## src/rtl/mem_bus_rr_sched_if.sv

```systemverilog
// Core-side request/response buses and the memory bus for the round-robin scheduler.
interface mem_bus_rr_sched_if #(
  parameter int NPORTS = 2,
  parameter int DEPTH  = 4,
  parameter int ADDR_W = 32,
  parameter int DATA_W = 32
);
  localparam int CW = $clog2(DEPTH + 1);

  logic [NPORTS-1:0]        req_valid;
  logic [NPORTS-1:0]        req_ready;
  logic [NPORTS*ADDR_W-1:0] req_addr;
  logic [NPORTS-1:0]        req_wen;
  logic [NPORTS*DATA_W-1:0] req_wdata;
  logic [NPORTS-1:0]        resp_valid;
  logic [ADDR_W-1:0]        resp_addr;
  logic [DATA_W-1:0]        resp_rdata;
  logic                     mem_req_valid;
  logic                     mem_req_ready;
  logic [ADDR_W-1:0]        mem_req_addr;
  logic                     mem_req_wen;
  logic [DATA_W-1:0]        mem_req_wdata;
  logic                     mem_resp_valid;
  logic [DATA_W-1:0]        mem_resp_rdata;
  logic [CW-1:0]            outstanding;
  logic                     err;

  // scheduler side
  modport slave (
    input  req_valid, req_addr, req_wen, req_wdata,
    input  mem_req_ready, mem_resp_valid, mem_resp_rdata,
    output req_ready, resp_valid, resp_addr, resp_rdata,
    output mem_req_valid, mem_req_addr, mem_req_wen, mem_req_wdata,
    output outstanding, err
  );

  // requesters + memory side
  modport master (
    output req_valid, req_addr, req_wen, req_wdata,
    output mem_req_ready, mem_resp_valid, mem_resp_rdata,
    input  req_ready, resp_valid, resp_addr, resp_rdata,
    input  mem_req_valid, mem_req_addr, mem_req_wen, mem_req_wdata,
    input  outstanding, err
  );
endinterface

```

## src/rtl/mem_bus_rr_sched.sv

```systemverilog
// Round-robin memory bus scheduler with an in-order tag FIFO for up to DEPTH
// outstanding reads; read data is routed back to the requester that issued it.

// Per-port slice: accept strobe and registered response strobe.
module mem_bus_rr_port #(
  parameter int PW  = 1,
  parameter int IDX = 0
) (
  input  logic          clk,
  input  logic          rst_n,
  input  logic [PW-1:0] grant,
  input  logic          hs,
  input  logic          pop,
  input  logic [PW-1:0] head_id,
  output logic          req_ready,
  output logic          resp_valid
);
  logic resp_valid_d, resp_valid_q;

  assign req_ready = hs && (grant == PW'(IDX));

  // response strobe for this port: one cycle after the pop of its tag
  always_comb begin
    resp_valid_d = pop && (head_id == PW'(IDX));
  end

  // response strobe register
  always_ff @(posedge clk or negedge rst_n) begin
    if (!rst_n) resp_valid_q <= 1'b0;
    else        resp_valid_q <= resp_valid_d;
  end

  assign resp_valid = resp_valid_q;
endmodule

module mem_bus_rr_sched #(
  parameter int NPORTS = 2,
  parameter int DEPTH  = 4,
  parameter int ADDR_W = 32,
  parameter int DATA_W = 32
) (
  input logic                clk,
  input logic                rst_n,
  mem_bus_rr_sched_if.slave  bus
);
  localparam int PW = $clog2(NPORTS);
  localparam int AW = $clog2(DEPTH);
  localparam int CW = $clog2(DEPTH + 1);

  typedef struct packed {
    logic [PW-1:0]     id;
    logic [ADDR_W-1:0] addr;
  } tag_t;

  logic [PW-1:0]     rr_ptr_d, rr_ptr_q;
  logic              lock_d, lock_q;
  logic [PW-1:0]     lock_id_d, lock_id_q;
  logic [AW-1:0]     wr_ptr_d, wr_ptr_q;
  logic [AW-1:0]     rd_ptr_d, rd_ptr_q;
  logic [CW-1:0]     count_d, count_q;
  logic [ADDR_W-1:0] resp_addr_d, resp_addr_q;
  logic [DATA_W-1:0] resp_rdata_d, resp_rdata_q;
  logic              err_d, err_q;

  tag_t              tag_mem [DEPTH];
  tag_t              head;
  tag_t              push_tag;
  logic [PW-1:0]     grant;
  logic              full, hs, push, pop, sel_wen;
  logic [ADDR_W-1:0] sel_addr;
  logic [NPORTS-1:0] req_ready_w, resp_valid_w;

  // (base + k) mod NPORTS
  function automatic logic [PW-1:0] rr_idx(input logic [PW-1:0] base, input int k);
    int s;
    s = int'(base) + k;
    if (s >= NPORTS) s = s - NPORTS;
    return PW'(s);
  endfunction

  // grant: held port while locked, else first valid port from rr_ptr upward
  always_comb begin
    grant = lock_q ? lock_id_q : rr_ptr_q;
    if (!lock_q) begin
      for (int k = NPORTS - 1; k >= 0; k--) begin
        if (bus.req_valid[rr_idx(rr_ptr_q, k)]) grant = rr_idx(rr_ptr_q, k);
      end
    end
  end

  assign full     = (count_q == CW'(DEPTH));
  // no issue while in reset, so nothing can be accepted that the cleared FIFO would lose
  assign bus.mem_req_valid = rst_n && (|bus.req_valid) && !full;
  assign hs       = bus.mem_req_valid && bus.mem_req_ready;
  assign sel_wen  = bus.req_wen[grant];
  assign sel_addr = bus.req_addr[grant*ADDR_W +: ADDR_W];
  assign push     = hs && !sel_wen;
  assign pop      = bus.mem_resp_valid && (count_q != '0);
  assign head     = tag_mem[rd_ptr_q];
  assign push_tag = '{id: grant, addr: sel_addr};

  assign bus.mem_req_addr  = sel_addr;
  assign bus.mem_req_wen   = sel_wen;
  assign bus.mem_req_wdata = bus.req_wdata[grant*DATA_W +: DATA_W];

  // next-state: arbitration pointer, lock, tag FIFO pointers, response data, error
  always_comb begin
    rr_ptr_d     = rr_ptr_q;
    lock_d       = lock_q;
    lock_id_d    = lock_id_q;
    wr_ptr_d     = wr_ptr_q;
    rd_ptr_d     = rd_ptr_q;
    count_d      = count_q;
    resp_addr_d  = resp_addr_q;
    resp_rdata_d = resp_rdata_q;
    err_d        = err_q;
    if (hs) begin
      rr_ptr_d = (grant == PW'(NPORTS - 1)) ? '0 : grant + 1'b1;
      lock_d   = 1'b0;
    end else if (bus.mem_req_valid) begin
      lock_d    = 1'b1;
      lock_id_d = grant;
    end
    if (push) wr_ptr_d = wr_ptr_q + 1'b1;
    if (pop) begin
      rd_ptr_d     = rd_ptr_q + 1'b1;
      resp_addr_d  = head.addr;
      resp_rdata_d = bus.mem_resp_rdata;
    end
    case ({push, pop})
      2'b10:   count_d = count_q + 1'b1;
      2'b01:   count_d = count_q - 1'b1;
      default: count_d = count_q;
    endcase
    if (bus.mem_resp_valid && (count_q == '0)) err_d = 1'b1;
  end

  // control state
  always_ff @(posedge clk or negedge rst_n) begin
    if (!rst_n) begin
      rr_ptr_q     <= '0;
      lock_q       <= 1'b0;
      lock_id_q    <= '0;
      wr_ptr_q     <= '0;
      rd_ptr_q     <= '0;
      count_q      <= '0;
      resp_addr_q  <= '0;
      resp_rdata_q <= '0;
      err_q        <= 1'b0;
    end else begin
      rr_ptr_q     <= rr_ptr_d;
      lock_q       <= lock_d;
      lock_id_q    <= lock_id_d;
      wr_ptr_q     <= wr_ptr_d;
      rd_ptr_q     <= rd_ptr_d;
      count_q      <= count_d;
      resp_addr_q  <= resp_addr_d;
      resp_rdata_q <= resp_rdata_d;
      err_q        <= err_d;
    end
  end

  // tag storage; validity is tracked by the pointers, so no reset needed
  always_ff @(posedge clk) begin
    if (push) tag_mem[wr_ptr_q] <= push_tag;
  end

  for (genvar i = 0; i < NPORTS; i++) begin : g_port
    mem_bus_rr_port #(.PW(PW), .IDX(i)) u_port (
      .clk        (clk),
      .rst_n      (rst_n),
      .grant      (grant),
      .hs         (hs),
      .pop        (pop),
      .head_id    (head.id),
      .req_ready  (req_ready_w[i]),
      .resp_valid (resp_valid_w[i])
    );
  end

  assign bus.req_ready   = req_ready_w;
  assign bus.resp_valid  = resp_valid_w;
  assign bus.resp_addr   = resp_addr_q;
  assign bus.resp_rdata  = resp_rdata_q;
  assign bus.outstanding = count_q;
  assign bus.err         = err_q;
endmodule

```

## src/flat_wrapper.sv

```systemverilog
// flat-port wrapper written by rule: the top's interface ports become plain ports
module mem_bus_rr_sched_flat 
#(
  parameter int NPORTS = 2,
  parameter int DEPTH  = 4,
  parameter int ADDR_W = 32,
  parameter int DATA_W = 32
)
  (clk, rst_n, bus_req_valid, bus_req_addr, bus_req_wen, bus_req_wdata, bus_mem_req_ready, bus_mem_resp_valid, bus_mem_resp_rdata, bus_req_ready, bus_resp_valid, bus_resp_addr, bus_resp_rdata, bus_mem_req_valid, bus_mem_req_addr, bus_mem_req_wen, bus_mem_req_wdata, bus_outstanding, bus_err);
  mem_bus_rr_sched_if #(.NPORTS(NPORTS), .DEPTH(DEPTH), .ADDR_W(ADDR_W), .DATA_W(DATA_W)) bus_i ();
  input logic clk;
  input logic rst_n;
  input wire logic [$bits(bus_i.req_valid)-1:0] bus_req_valid;
  input wire logic [$bits(bus_i.req_addr)-1:0] bus_req_addr;
  input wire logic [$bits(bus_i.req_wen)-1:0] bus_req_wen;
  input wire logic [$bits(bus_i.req_wdata)-1:0] bus_req_wdata;
  input wire logic [$bits(bus_i.mem_req_ready)-1:0] bus_mem_req_ready;
  input wire logic [$bits(bus_i.mem_resp_valid)-1:0] bus_mem_resp_valid;
  input wire logic [$bits(bus_i.mem_resp_rdata)-1:0] bus_mem_resp_rdata;
  output wire logic [$bits(bus_i.req_ready)-1:0] bus_req_ready;
  output wire logic [$bits(bus_i.resp_valid)-1:0] bus_resp_valid;
  output wire logic [$bits(bus_i.resp_addr)-1:0] bus_resp_addr;
  output wire logic [$bits(bus_i.resp_rdata)-1:0] bus_resp_rdata;
  output wire logic [$bits(bus_i.mem_req_valid)-1:0] bus_mem_req_valid;
  output wire logic [$bits(bus_i.mem_req_addr)-1:0] bus_mem_req_addr;
  output wire logic [$bits(bus_i.mem_req_wen)-1:0] bus_mem_req_wen;
  output wire logic [$bits(bus_i.mem_req_wdata)-1:0] bus_mem_req_wdata;
  output wire logic [$bits(bus_i.outstanding)-1:0] bus_outstanding;
  output wire logic [$bits(bus_i.err)-1:0] bus_err;
  assign bus_i.req_valid = bus_req_valid;
  assign bus_i.req_addr = bus_req_addr;
  assign bus_i.req_wen = bus_req_wen;
  assign bus_i.req_wdata = bus_req_wdata;
  assign bus_i.mem_req_ready = bus_mem_req_ready;
  assign bus_i.mem_resp_valid = bus_mem_resp_valid;
  assign bus_i.mem_resp_rdata = bus_mem_resp_rdata;
  assign bus_req_ready = bus_i.req_ready;
  assign bus_resp_valid = bus_i.resp_valid;
  assign bus_resp_addr = bus_i.resp_addr;
  assign bus_resp_rdata = bus_i.resp_rdata;
  assign bus_mem_req_valid = bus_i.mem_req_valid;
  assign bus_mem_req_addr = bus_i.mem_req_addr;
  assign bus_mem_req_wen = bus_i.mem_req_wen;
  assign bus_mem_req_wdata = bus_i.mem_req_wdata;
  assign bus_outstanding = bus_i.outstanding;
  assign bus_err = bus_i.err;
  mem_bus_rr_sched #(.NPORTS(NPORTS), .DEPTH(DEPTH), .ADDR_W(ADDR_W), .DATA_W(DATA_W)) u_core (.clk(clk), .rst_n(rst_n), .bus(bus_i));
endmodule
```

## config.mk

```make
export PLATFORM = sky130hd
export DESIGN_NAME = mem_bus_rr_sched_flat
export DESIGN_NICKNAME = d
export VERILOG_FILES = /design/src/rtl/mem_bus_rr_sched_if.sv /design/src/rtl/mem_bus_rr_sched.sv /design/src/flat_wrapper.sv
export SDC_FILE = /design/constraint.sdc
export NUM_CORES = 1
export LEC_CHECK = 0
export BUFFER_PORTS_ARGS = -buffer_cell sky130_fd_sc_hd__buf_2
export CAP_MARGIN = 20
export CORE_MARGIN = 5
export CORE_UTILIZATION = 45
export DETAILED_ROUTE_END_ITERATION = 12
export PLACE_DENSITY = 0.76
export SYNTH_ARGS = -nofsm -noshare
export SYNTH_HDL_FRONTEND = slang
export SYNTH_SLANG_ARGS = --single-unit
```

## constraint.sdc

```tcl
create_clock -name clk -period 2.5 [get_ports clk]
set_clock_uncertainty 0.1 [all_clocks]
set_input_delay 0.125 -clock clk [delete_from_list [all_inputs] [get_ports clk]]
set_output_delay 0.125 -clock clk [all_outputs]
set_load 0.05 [all_outputs]
```

* Word-level counts from Yosys, hierarchy flattened
Memories as Yosys holds them, arrays and structs flattened.
Index checks and enable logic that the tools add are counted.
** Storage, ports and cells
- Flip-flop bits (word level) :: 77
- Input port bits :: 168
- Memories :: 1
- Word-level logic and storage cells :: 71
- Output and inout bits :: 138
- Memory bits (writable) :: 132
** Memory list
- u_core.tag_mem :: words 4, width 33, rd ports 1, clocked after memory_dff 0, wr ports 1, line mem_bus_rr_sched.sv:65 : tag_t tag_mem [DEPTH];
** Cells by class
- $add $sub $neg :: 8
- Equality and inequality tests :: 3
- Bitwise operators :: 3
- Shifts and indexed selects :: 2
- Muxes and demuxes :: 20
- $lt $le $gt $ge :: 5
- Reductions and logical operators :: 18
** Operators with widths (count)
- variable part select 64 x 7 -> 32 bit :: 2
- 2-to-1 mux 1 bit :: 19
- logical AND 1 bit :: 10
- < comparator 1 x 2 -> 1 bit, second input constant :: 3
- one-hot mux 3 bit (2 select lines) :: 1
- adder 2 x 1 -> 2 bit, second input constant :: 2
- nonzero test 2 bit :: 2
- adder 3 x 1 -> 3 bit, second input constant :: 1
- == test 3 bit, second input constant :: 1
- logical NOT 3 bit :: 1
- inverter 1 bit :: 3
- nonzero test 3 bit :: 1
- subtractor 3 x 1 -> 3 bit, second input constant :: 1
- adder 1 x 1 -> 2 bit, second input constant :: 1
- == test 2 x 1 -> 1 bit, second input constant :: 1
- == test 2 bit, second input constant :: 1
- >= comparator 1 x 2 -> 1 bit, second input constant :: 1
- >= comparator 2 bit, second input constant :: 1
- logical NOT 1 bit :: 2
- AND reduction 2 bit :: 1
- OR reduction 2 bit :: 1
- subtractor 1 bit, second input constant :: 2
- adder 1 bit, second input constant :: 1

* Longest topological paths before layout
- Word-level depth :: 15
- Mapped depth :: 12
- Gate-level depth less buffers :: 10

* Hierarchy
From an unflattened synthesis, not the netlist that was laid out.
** Unflattened totals
- Cells, all modules :: 513
- Area, all modules :: 8803.4 µm²
** By module, submodules not included
- mem_bus_rr_sched :: cells each 507, area each 8713.4 µm², seq. area each 5840.6 µm², instances 1
- mem_bus_rr_port at u_core.g_port[0].u_port :: cells each 3, area each 52.6 µm², seq. area each 25.0 µm², instances 1
- mem_bus_rr_port at u_core.g_port[1].u_port :: cells each 3, area each 37.5 µm², seq. area each 25.0 µm², instances 1

* Worst setup path before layout
No wires, ideal clock.
- Kind :: register to register
- From :: register u_core.count_q[0], in the netlist u_core.bus.outstanding[0]
- To :: memory u_core.tag_mem[0][0] (netlist name) (enable)
- Setup time :: 0.393 ns
- Buffers on the path :: 0
- Cell stages (with the launch flop) :: 5
- Required time :: 2.007 ns
- Arrival time :: 2.674 ns
- Clock period less this slack :: 3.167 ns
- Setup slack :: -0.667 ns
- Cells stage by stage :: dfrtp_1 -> inv_1 -> a31oi_2 -> o211a_1 -> and3_1
** On the way
- Longest elaborated chain between the ends :: 7
** RTL lines
- start: declaration :: line mem_bus_rr_sched.sv:60 : logic [CW-1:0] count_d, count_q;
- start signal: assignment :: line mem_bus_rr_sched.sv:156 : count_q <= count_d;
- == test 3 bit :: line mem_bus_rr_sched.sv:91 : assign full = (count_q == CW'(DEPTH));
- logical NOT 1 bit :: line mem_bus_rr_sched.sv:93 : assign bus.mem_req_valid = rst_n && (|bus.req_valid) && !full;
- logical AND 1 bit :: line mem_bus_rr_sched.sv:93
- named net bus_mem_req_valid :: line flat_wrapper.sv:24 : output wire logic [$bits(bus_i.mem_req_valid)-1:0] bus_mem_req_valid;
- logical AND 1 bit :: line mem_bus_rr_sched.sv:94 : assign hs = bus.mem_req_valid && bus.mem_req_ready;
- logical AND 1 bit :: line mem_bus_rr_sched.sv:97 : assign push = hs && !sel_wen;
- 2-to-1 mux 1 bit :: line mem_bus_rr_sched.sv:165 : if (push) tag_mem[wr_ptr_q] <= push_tag;
- 2-to-1 mux 1 bit (not written as such) :: line mem_bus_rr_sched.sv:165
- end: declaration :: line mem_bus_rr_sched.sv:65
The timed path passes the listed nets, and every way through them passes these cells.

* Worst setup path in the final report
- From :: register u_core.rr_ptr_q
- To :: memory u_core.tag_mem[1][3] (netlist name) (data pin)
** On the way
- Longest elaborated chain between the ends :: 10
- Elaborated cells on any way between the ends :: 18
- Classes of those cells :: add/sub (3); order compare (2); shift (1); mux (12)
** RTL lines
- start: declaration :: line mem_bus_rr_sched.sv:55 : logic [PW-1:0] rr_ptr_d, rr_ptr_q;
- start signal: assignment :: line mem_bus_rr_sched.sv:151 : rr_ptr_q <= rr_ptr_d;
- adder 1 x 1 -> 2 bit :: line mem_bus_rr_sched.sv:76 : s = int'(base) + k;
- >= comparator 2 bit or subtractor 1 bit (tied branches) :: line mem_bus_rr_sched.sv:77 : if (s >= NPORTS) s = s - NPORTS;
- 2-to-1 mux 1 bit :: line mem_bus_rr_sched.sv:77
- 2-to-1 mux 1 bit :: line mem_bus_rr_sched.sv:84 : if (!lock_q) begin
- 2-to-1 mux 1 bit (not written as such) (2 in a row) :: line mem_bus_rr_sched.sv:86 : if (bus.req_valid[rr_idx(rr_ptr_q, k)]) grant = rr_idx(rr_ptr_q, k);
- 2-to-1 mux 1 bit (2 in a row) :: line mem_bus_rr_sched.sv:86
- 2-to-1 mux 1 bit (*) :: line mem_bus_rr_sched.sv:84
- variable part select 64 x 7 -> 32 bit (*) :: line mem_bus_rr_sched.sv:96 : assign sel_addr = bus.req_addr[grant*ADDR_W +: ADDR_W];
Mark *: on every way between the ends. The rest lies on a longest branch, timed or not. The select of a mux whose other input is x is not followed.

==> results.py <==
metrics = {
    "global_route": {
        "antenna_found_initial": 0,
        "grt_pass1_vias": 6701,
        "grt_overflow": 0,
        "grt_max_degree": 67,
        "gr-usage-all-layers": 0.198,
        "grt_pass1_wl_mm": 34.6,
    },
    "timing": {
        "period_minus_slack_ps": 2430,
        "finalHoldViolCount": 0,
        "rsz0062_at_grt": "true",
        "timing.fmax_ghz": 0.411,
        "worst_pin_slew_ps": 644,
        "slew_headroom": 0.571,
        "maxSlewViolCount": 0,
        "final.setup.tns_ps": 0,
        "timing.final.crit_share": 0.973,
        "setup_slack_ps": 66.6,
        "finalSetupViolCount": 0,
    },
    "pwr": {
        "seqPwrFrac": 0.317,
        "ir_drop_v": 0.000860,
        "p_int_mw": 9.11,
        "finalPower_mw": 15.7,
        "p_leak_nw": 5.38,
        "comb_power_share": 0.481,
        "powerDensity_nw_per_um2": 1260,
        "switching_share": 0.420,
        "p_clk_frac": 0.202,
        "switchingPower_mw": 6.60,
    },
    "clocking": {
        "cts_tree": "built",
        "clock_path_buffers": 3,
        "path_clk_slew_ps": 60,
        "clock_latency_ps": 490,
        "cts-htree-levels": 1,
        "cts.sinks": 209,
        "cts_buffers": 22,
        "cts-root-buf": "clkbuf_16",
    },
    "setup_path": {
        "critPathBufInv": 3,
        "critPathLaunchType": "flip-flop",
        "cp.depth": 6,
        "critPathMaxFanout": 18,
        "r2r_end": "u_core.tag_mem[1][3]$_DFFE_PP_",
        "reg2reg_depth": 6,
        "worstSetupStartpoint": "u_core.rr_ptr_q$_DFFE_PN0P_",
        "required_ps": 2630,
        "path_cells": "inv_1 -> a211oi_2 -> nand2b_4 -> buf_12 -> mux2_2 -> dlygate4sd3_1",
        "r2r-start": "u_core.rr_ptr_q$_DFFE_PN0P_",
        "crit_path_end_kind": "flip-flop",
        "crit_arrival_ps": 2560,
        "crit_type": "flip-flop to flip-flop",
        "r2r_setup_slack_ps": 70,
        "max_stage_delay_ps": 610,
        "cp_slowest_cell": "dlygate4sd3_1",
        "cp-endpoint": "u_core.tag_mem[1][3]$_DFFE_PP_",
        "crit_family": "buffers and inverters",
    },
    "synthesis": {
        "ys_ff_latch": 209,
        "yosysMostFrequentCell": "edfxtp_1",
        "ys_top_cells_by_area": "edfxtp_1, dfrtp_1, mux2_2",
        "yosysUniqueCellTypes": 32,
        "syn_area_per_cell_sq_um": 16.8,
        "synth_edf_count": 132,
        "yosysSeqAreaShare": 0.676,
        "syn-instance-count": 517,
        "netlist_top_cells_count": "edfxtp_1, nand2_1, mux2_2",
        "async_reset_ff_frac": 0.368,
        "synth-main-ff-cell": "edfxtp_1",
        "netlist.top_cell.by_area": "edfxtp_1",
        "yosysWarnings": 0,
        "synth_fp_nets": 691,
        "syn_area_sq_um": 8710,
        "synth_top_cell_area_share": 0.455,
    },
    "drt": {
        "wl_mm": 22.2,
        "drt_iter0_drc": 204,
        "drt-pass1-iter-count": 4,
        "antenna_left": 0,
        "via_count": 5929,
        "wl_per_cell_microns": 18.2,
        "detail_route.vias_per_cell": 4.87,
        "drt_drc_violations_left": 0,
    },
    "layout": {
        "nets": 1116,
        "finalCoreUtilization": 0.659,
        "regArea_sq_um": 5900,
        "drive_gt1_frac": 0.529,
        "multi_input_area_sq_um": 2600,
        "fill_cells": 1334,
        "syn_to_final_growth_pct": 42.9,
        "n_antenna_cell": 0,
    },
    "die": {
        "core-area_sq_um": 18900,
        "die_w_microns": 149,
        "initial_core_util": 0.461,
        "die-area_sq_um": 22200,
        "io_pins": 306,
        "die_h_microns": 149,
        "rows": 50,
    },
    "place": {
        "dp_slack_ps": 319,
        "dp_hpwl_mm": 13.8,
        "portBuffers": 305,
        "gp_congestion": 0.806,
    },
    "min_path": {
        "holdPathStages": 4,
        "worstHoldPathType": "primary input to flip-flop",
        "worstHoldStart": "bus_req_valid[0]",
    },
    "run": {
        "maxCapViolations": 0,
    },
    "status": {
        "outcome": "finished clean",
    },
}
[flip-flops by register name (all words and copies together), names as in the netlist]
register	flops
u_core.bus.resp_rdata	32
u_core.rd_ptr_q	2
u_core.lock_id_q	1
u_core.wr_ptr_q	2
u_core.bus.resp_addr	32
u_core.lock_q	1
u_core.bus.outstanding	3
u_core.tag_mem	132
u_core.g_port.u_port.resp_valid	2
u_core.rr_ptr_q	1
u_core.bus.err	1
[worst min-delay path by stage]
stage | slack, ps | endpoint
floorplan | -270 | u_core.bus.err$_DFFE_PN0P_
global placement | 200 | u_core.bus.resp_addr[25]$_DFFE_PN0P_
detailed placement | 200 | u_core.bus.resp_addr[31]$_DFFE_PN0P_
CTS | 130 | u_core.lock_q$_DFFE_PN0P_
global route | 170 | u_core.lock_q$_DFFE_PN0P_
finish | 160 | u_core.lock_q$_DFFE_PN0P_
[cell type report]
type | instances | area share
multi-input cells | 270 | 0.209
flip-flops and latches | 209 | 0.474
inverters | 7 | 0.00211
clock inverters | 7 | 0.00523
well taps | 260 | 0.0261
clock buffers | 33 | 0.0526
repair buffers | 432 | 0.232
[cells by family (layout without fill, tap and decap cells)]
logic type,after synthesis,in the layout,synth area share
adders and majority gates,6,6,0.00948
muxes,132,132,0.217
buffers and inverters,38,479,0.0280
and+or+nand+nor,117,117,0.0543
AOI/OAI and AO/OA,9,9,0.00833
DFF,209,209,0.676
xor gates and xnor gates,6,6,0.00603
[cells in the final DEF (no fill, tap or decap), types with 2 or more instances in the layout]
cell / instances
and3_2: 4
xnor2_1: 4
o21ai_0: 3
buf_6: 2
clkinvlp_4: 2
buf_2: 291
a21o_1: 2
dlygate4sd3_1: 100
nand2_1: 101
inv_1: 6
buf_12: 6
xor2_1: 2
clkbuf_1: 7
edfxtp_1: 132
dfrtp_2: 5
nor2_1: 2
and2_1: 2
nor2b_1: 3
mux2_1: 3
clkinv_2: 4
nand2b_1: 2
clkbuf_16: 25
dfrtp_1: 72
ha_1: 5
mux4_2: 33
buf_4: 31
mux2_4: 10
clkbuf_8: 2
mux2_2: 85
[metrics by stage]
stage,hold WS (ps),area (sq um),std cells
5_1_grt,168,12400,1218
2_1_floorplan,-271,8730,517
6_report,157,12400,1218
3_5_place_dp,202,10600,1071
4_1_cts,128,12400,1215
3_3_place_gp,195,10600,1071
[worst min-delay path: cells and delay by family]
kind | cells | cell delay (ps)
compound gates | 3 | 490
buf+inv | 1 | 90
[layer usage]
metal / global-route usage / wire length, microns / share of wire / vias to the layer above
met1: 0.223 / 8150 / 0.37 / 2907
met5: 0 / 0 / 0 / -
li1: - / - / - / 2755
met3: 0.0410 / 1500 / 0.068 / 35
met2: 0.379 / 12200 / 0.55 / 232
met4: 0.0490 / 388 / 0.017 / 0
[power by group through the flow]
stage | Sequential, mW | Clock [mW] | Combinational [mW]
2_1_floorplan | 6.57 | 0 | 3.99
3_3_place_gp | 5.04 | 0 | 7.02
3_5_place_dp | 5.06 | 0 | 7.11
4_1_cts | 5.00 | 3.24 | 7.51
5_1_grt | 5.08 | 3.42 | 7.99
6_report | 4.99 | 3.17 | 7.55
[what timing repair did]
item	in CTS	in global routing
hold buffers	100	0
setup endpoints to repair	58	109
pin swaps	1	1
endpoints found under the hold margin	196	0
cloned	1	1
setup buffers	3	2
gates resized for setup	11	12
Note: power is estimated with default switching activity, not from simulation.
